File: src/rtl/pipe_hazard_ctrl_pkg.sv
// Shared definitions for the pipeline sequencing controller.
package pipe_hazard_ctrl_pkg;

  // Controller FSM: either free-running or waiting on data memory.
  typedef enum logic [0:0] {
    StIdle    = 1'b0,
    StMemWait = 1'b1
  } hz_state_e;

  // Register-file address width used across the processor (srcRegDir).
  localparam int unsigned RegDirWDefault = 4;

  // Pipeline control word width and the bubble loaded on a flush.
  localparam int unsigned CtrlW = 17;
  localparam logic [CtrlW-1:0] BubbleCtrl = '0;

endpackage

File: src/rtl/pipe_hazard_ctrl_hazard_detect.sv
// Load-use comparator: flags an ID instruction reading the register that a
// load currently in EXE has not yet written back.
module pipe_hazard_ctrl_hazard_detect
  import pipe_hazard_ctrl_pkg::*;
#(
  parameter int unsigned REG_DIR_W = RegDirWDefault
) (
  input  logic [REG_DIR_W-1:0] id_rs_a,
  input  logic [REG_DIR_W-1:0] id_rs_b,
  input  logic                 id_use_a,
  input  logic                 id_use_b,
  input  logic                 exe_valid,
  input  logic                 exe_is_load,
  input  logic [REG_DIR_W-1:0] exe_rd,
  output logic                 load_use
);

  logic match_a;
  logic match_b;

  // Full-width compare; there is no hardwired-zero register to exclude.
  always_comb begin
    match_a  = id_use_a && (id_rs_a == exe_rd);
    match_b  = id_use_b && (id_rs_b == exe_rd);
    load_use = exe_valid && exe_is_load && (match_a || match_b);
  end

endmodule

File: src/rtl/pipe_hazard_ctrl.sv
// Pipeline sequencing controller: memory-stall FSM, branch/load-use
// resolution, sticky memory-timeout flag and stall-cycle counter.
module pipe_hazard_ctrl
  import pipe_hazard_ctrl_pkg::*;
#(
  parameter int unsigned REG_DIR_W   = RegDirWDefault,
  parameter int unsigned MEM_TIMEOUT = 16,
  parameter int unsigned CNT_W       = 16
) (
  input  logic                 clk,
  input  logic                 rst,
  input  logic [REG_DIR_W-1:0] id_rs_a,
  input  logic [REG_DIR_W-1:0] id_rs_b,
  input  logic                 id_use_a,
  input  logic                 id_use_b,
  input  logic                 exe_valid,
  input  logic                 exe_is_load,
  input  logic [REG_DIR_W-1:0] exe_rd,
  input  logic                 exe_branch_taken,
  input  logic                 mem_req,
  input  logic                 mem_ready,
  output logic                 hold_if_id,
  output logic                 hold_id_exe,
  output logic                 hold_exe_mem,
  output logic                 hold_mem_wb,
  output logic                 flush_if_id,
  output logic                 flush_id_exe,
  output logic                 mem_timeout,
  output logic [CNT_W-1:0]     stall_cycles
);

  localparam int unsigned WaitW = $clog2(MEM_TIMEOUT + 1);

  hz_state_e         state_q, state_d;
  logic [WaitW-1:0]  wait_q, wait_d;
  logic              timeout_q, timeout_d;
  logic [CNT_W-1:0]  stall_q, stall_d;
  logic              load_use;
  logic              mem_stall;
  logic              resolve;

  pipe_hazard_ctrl_hazard_detect #(
    .REG_DIR_W (REG_DIR_W)
  ) u_hazard_detect (
    .id_rs_a     (id_rs_a),
    .id_rs_b     (id_rs_b),
    .id_use_a    (id_use_a),
    .id_use_b    (id_use_b),
    .exe_valid   (exe_valid),
    .exe_is_load (exe_is_load),
    .exe_rd      (exe_rd),
    .load_use    (load_use)
  );

  // Memory-stall FSM: decides whether this cycle freezes the whole pipe.
  always_comb begin
    state_d   = state_q;
    wait_d    = wait_q;
    timeout_d = timeout_q;
    mem_stall = 1'b0;
    unique case (state_q)
      StIdle: begin
        if (mem_req && !mem_ready) begin
          mem_stall = 1'b1;
          state_d   = StMemWait;
          wait_d    = WaitW'(1);
        end
      end
      StMemWait: begin
        if (mem_ready) begin
          state_d = StIdle;
          wait_d  = '0;
        end else if (wait_q == WaitW'(MEM_TIMEOUT)) begin
          // Abort: treat the access as complete and flag the error.
          timeout_d = 1'b1;
          state_d   = StIdle;
          wait_d    = '0;
        end else begin
          mem_stall = 1'b1;
          wait_d    = wait_q + WaitW'(1);
        end
      end
      default: begin
        state_d = StIdle;
        wait_d  = '0;
      end
    endcase
  end

  // Output priority: reset, memory stall, taken branch, load-use.
  always_comb begin
    hold_if_id   = 1'b0;
    hold_id_exe  = 1'b0;
    hold_exe_mem = 1'b0;
    hold_mem_wb  = 1'b0;
    flush_if_id  = 1'b0;
    flush_id_exe = 1'b0;
    resolve      = 1'b0;
    if (rst) begin
      flush_if_id  = 1'b1;
      flush_id_exe = 1'b1;
    end else if (mem_stall) begin
      hold_if_id   = 1'b1;
      hold_id_exe  = 1'b1;
      hold_exe_mem = 1'b1;
      hold_mem_wb  = 1'b1;
    end else begin
      resolve = 1'b1;
    end
    if (resolve) begin
      if (exe_branch_taken) begin
        flush_if_id  = 1'b1;
        flush_id_exe = 1'b1;
      end else if (load_use) begin
        hold_if_id   = 1'b1;
        flush_id_exe = 1'b1;
      end
    end
  end

  // Saturating count of front-end stall cycles.
  always_comb begin
    stall_d = stall_q;
    if (hold_if_id && (stall_q != {CNT_W{1'b1}})) begin
      stall_d = stall_q + CNT_W'(1);
    end
  end

  // State and counters; reset is synchronous.
  always_ff @(posedge clk) begin
    if (rst) begin
      state_q   <= StIdle;
      wait_q    <= '0;
      timeout_q <= 1'b0;
      stall_q   <= '0;
    end else begin
      state_q   <= state_d;
      wait_q    <= wait_d;
      timeout_q <= timeout_d;
      stall_q   <= stall_d;
    end
  end

  assign mem_timeout  = timeout_q;
  assign stall_cycles = stall_q;

endmodule

File: config.mk
export PLATFORM = sky130hd
export DESIGN_NAME = pipe_hazard_ctrl
export DESIGN_NICKNAME = d
export VERILOG_FILES = /design/src/rtl/pipe_hazard_ctrl_pkg.sv /design/src/rtl/pipe_hazard_ctrl_hazard_detect.sv /design/src/rtl/pipe_hazard_ctrl.sv
export SDC_FILE = /design/constraint.sdc
export NUM_CORES = 1
export LEC_CHECK = 0
export CORE_ASPECT_RATIO = 0.8
export CORE_MARGIN = 4
export CORE_UTILIZATION = 50
export CTS_BUF_LIST = sky130_fd_sc_hd__clkbuf_2
export DETAILED_ROUTE_END_ITERATION = 16
export PLACE_DENSITY = 0.95
export SYNTH_ARGS = -nofsm -noshare
export SYNTH_HDL_FRONTEND = slang
export SYNTH_SLANG_ARGS = --single-unit
File: constraint.sdc
create_clock -name clk -period 5 [get_ports clk]
set_input_delay 0.75 -clock clk [delete_from_list [all_inputs] [get_ports clk]]
set_output_delay 0.75 -clock clk [all_outputs]
set_load 0.01 [all_outputs]
==> summary.md <==
| Metric | Value |
|---|---|
| Total setup buffers inserted after CTS | 0 |
| Slowest stage delay, CP | around 550 ps |
| First-pass GRT wire length | 5650 µm |
| Ys Warns | 0 |
| Slowest-stage cell, CP | clkdlybuf4s50_1 |
| Fill cells | ~210 |
| Final TNS setup | 0 ps |
| Least-Margin Pin Slew | 811 ps |
| Number of library cell types mapped by synthesis | 41 |
| Initial Util | 52.6% |
| Initial antenna violation count | 0 |
| Clock network fraction of total power | 24.1% |
| Fin crit period | 3440 ps |
| Most used flip-flop cell after synthesis | dfxtp_1 |
| Vias post-DR | 1,264 |
| Commonest cells in the synthesized netlist | dfxtp_1 (23), nor2_1 (17), nand3_1 (14), a21oi_1 (13), nand2_1 (10) |
| H-tree Lvls | 1 |
| P&R area growth vs syn | 35.2% |
| Drt pass-1 iters | 4 |
| Cell Chain, Critical Path | clkdlybuf4s50_1 > and4bb_1 > nand3_1 > o22ai_1 > nor2_1 > inv_1 > clkdlybuf4s50_1 |
| Port buffer count | 43 |
| Die area | 3480 µm² |
| Avg Cell Area, Syn | a little over 8 µm² |
| Critical Path End Type | output pin |
| Worst-case clock buffer depth | 2 |
| Root buf cell | clkbuf_2 |
| DR vias/cell | around 5.4 |
| Number of synthesized flops with an enable pin | 0 |
| Fmax | 290 MHz |
| Leading area contributor after synthesis | dfxtp_1 |
| Most numerous cell in the Yosys netlist | dfxtp_1 |
| Post-synthesis sequential area ratio | 35.5% |
| Worst hold path cell count | 2 |
| # rows | 16 |
| Leak Pwr | 0.603 nW |
| Worst EP required | 4250 ps |
| Remaining Overflow, GRT | 0 |
| Logic gate share of total power | 17.4% |
| Worst rel slew slack | a little under half |
| RSZ-0062 raised after global routing | no |
| Mapped Area | between 1000 and 1500 µm² |
| Pwr Total | 0.000322 W |
| CTS resizes | 0 |
| Final Max Slew Viols | 0 |
| Period utilization | 68.9% |
| Core ar. | 2460 µm² |
| CP Max Fanout | 4 |
| Pwr dens | around 180 nW/µm² |
| Layout cells sized above 1 | approximately 5.1% |
| Hold-fix buffers, CTS | 0 |
| Startpoint types | primary input |
| Switch Pwr | ~0.000084 W |
| Min-delay worst type | reg2reg |
| Post-layout nets | approximately 220 |
| Synth Instances | 156 |
| Async set-or-reset flop fraction in the synthesized netlist | 0% |
| Pin count of the biggest net entering global routing | 25 |
| Wirelength per Cell | 14.0 µm |
| Int Power | about 0.00024 W |
| Ranking of synthesized cells by area | dfxtp_1 (36%), nand3_1 (5.4%), xnor2_1 (5.4%), a21oi_1 (5.0%), nor2_1 (4.9%) |
| Sink Count | 23 |
| CTS tree | yes |
| Reg2reg path depth | 8 |
| WS Path Type | in2out |
| Flop pwr share | slightly below 60% |
| Switching Share | 26.0% |
| DRT iter0 DRCs | 55 |
| Peak VDD IR | 137 µV |
| Die height | about 54 µm |
| Hpwl dp | 2540 µm |
| DRC | 0 |
| Final WL | between 3000 and 4000 µm |
| Outcome | finished clean |
| GRT Util Overall | approximately a fifth |
| CP Buf/Inv Count | 3 |
| Critical path arrival | 2690 ps |
| Crit path top cell by count | clkdlybuf4s50_1 |
| Number of cells on the critical path | 7 |
| Max-cap violations | 0 |
| Later-pin clock latency in the skew report | 340 ps |
| Reg clk slew, reported paths | around 220 ps |
| Mapped Nets | 180 |
| Number of global-route vias before repair | 1,336 |
| Number of register bits inferred by synthesis | 23 |
| Final Hold Vio Count | 0 |
| Final setup vio count | 0 |
| Final ANT Viol Nets | 0 |
| Area share of the largest cell type after synthesis | 35.5% |
| Number of buffers created by CTS | 3 |
| # diodes | 0 |
| Cell family contributing the most delay on the critical path | buffers and inverters |
| Clock skew | 12.1 ps |
| Final Wtd Congestion | around 0.75 |
| Die width | 64.9 µm |
| I/O Pins | 44 |
[cells by family after synthesis]
| group | count (synthesis) | synth area share, % |
|---|---|---|
| AOI/OAI and AO/OA | 33 | 16.6 |
| xor gates and xnor gates | 12 | 8.11 |
| adders and majority gates | 3 | 2.90 |
| buffers and inverters | 11 | 4.73 |
| DFF | 23 | 35.5 |
| muxes | 5 | 4.05 |
| and+or+nand+nor | 69 | 28.1 |
[path summary, 6_finish.rpt]
path	start	to	slack [ps]
setup / recovery	rst	hold_if_id	1560
hold / removal	mem_timeout	mem_timeout	510
setup reg to reg	wait_q[0]	stall_cycles[9]	2540
hold reg to reg	mem_timeout	mem_timeout	510
[cells in the final DEF, fill, tap and decap left out, types with 2 or more instances in the layout]
cell type / instances
a21oi_1: 13
and4_1: 2
clkbuf_2: 4
clkdlybuf4s50_1: 43
dfxtp_1: 23
ha_1: 3
inv_1: 4
mux2_2: 2
mux2i_1: 3
nand2_1: 10
nand3_1: 14
nand4_1: 3
nor2_1: 17
nor2b_1: 3
nor3_1: 2
o21ai_0: 9
o22ai_1: 2
or3_1: 9
xnor2_1: 8
xor2_1: 4
[layer usage]
layer  wire (µm)  share of wire, %  vias to the layer above  GRT usage [%]
li1            -                 -                      639              -
met1        1320                40                      588           22.2
met2        1720                53                       30           40.1
met3         196               6.0                        7           6.26
met4          38               1.2                        0           6.32
met5           0                 0                        -              0
[power by group through the flow]
stage                     Sequential, W  Clock (W)  Combinational, W
after global routing           0.000189  0.0000856         0.0000614
after floorplan                0.000191          0         0.0000281
final                          0.000188  0.0000778         0.0000562
after global placement         0.000192          0         0.0000544
after CTS                      0.000188  0.0000787         0.0000565
after detailed placement       0.000192          0         0.0000562
[worst reg2reg max path: stages (launching register included)]
cell	delay [ps]
dfxtp_1	430
inv_1	80
ha_1	200
nand2_1	80
nor3_2	70
a2111oi_4	520
o21ai_2	340
nor4_1	280
mux2_2	370
[through the flow]
stage | instance area (µm²) | hold slack [ps] | setup WS [ps] | std cells | util, %
floorplan | 1300 | 479 | 2660 | 156 | -
detailed placement | 1730 | 464 | 1550 | 229 | 70.4
global route | 1750 | 563 | 1430 | 233 | 71.2
finish | 1750 | 514 | 1560 | 233 | 71.2
global placement | 1730 | 455 | 1620 | 229 | 70.4
CTS | 1750 | 511 | 1550 | 233 | 71.2
[area by class of cell]
class                      instances  area, µm²  area share (%)
multi-input combinational        122        774            44.2
clock buffer                       4       20.0            1.14
tap                               36       45.0            2.57
inverter                           4       15.0           0.857
sequential                        23        460            26.3
timing repair buffer              44        438            25.0
[flip-flops by register name (all words and copies together) (netlist names)]
| signal | flops |
|---|---|
| stall_cycles | 16 |
| wait_q | 5 |
| mem_timeout | 1 |
| state_q | 1 |
Power figures use the tool's default switching activity.
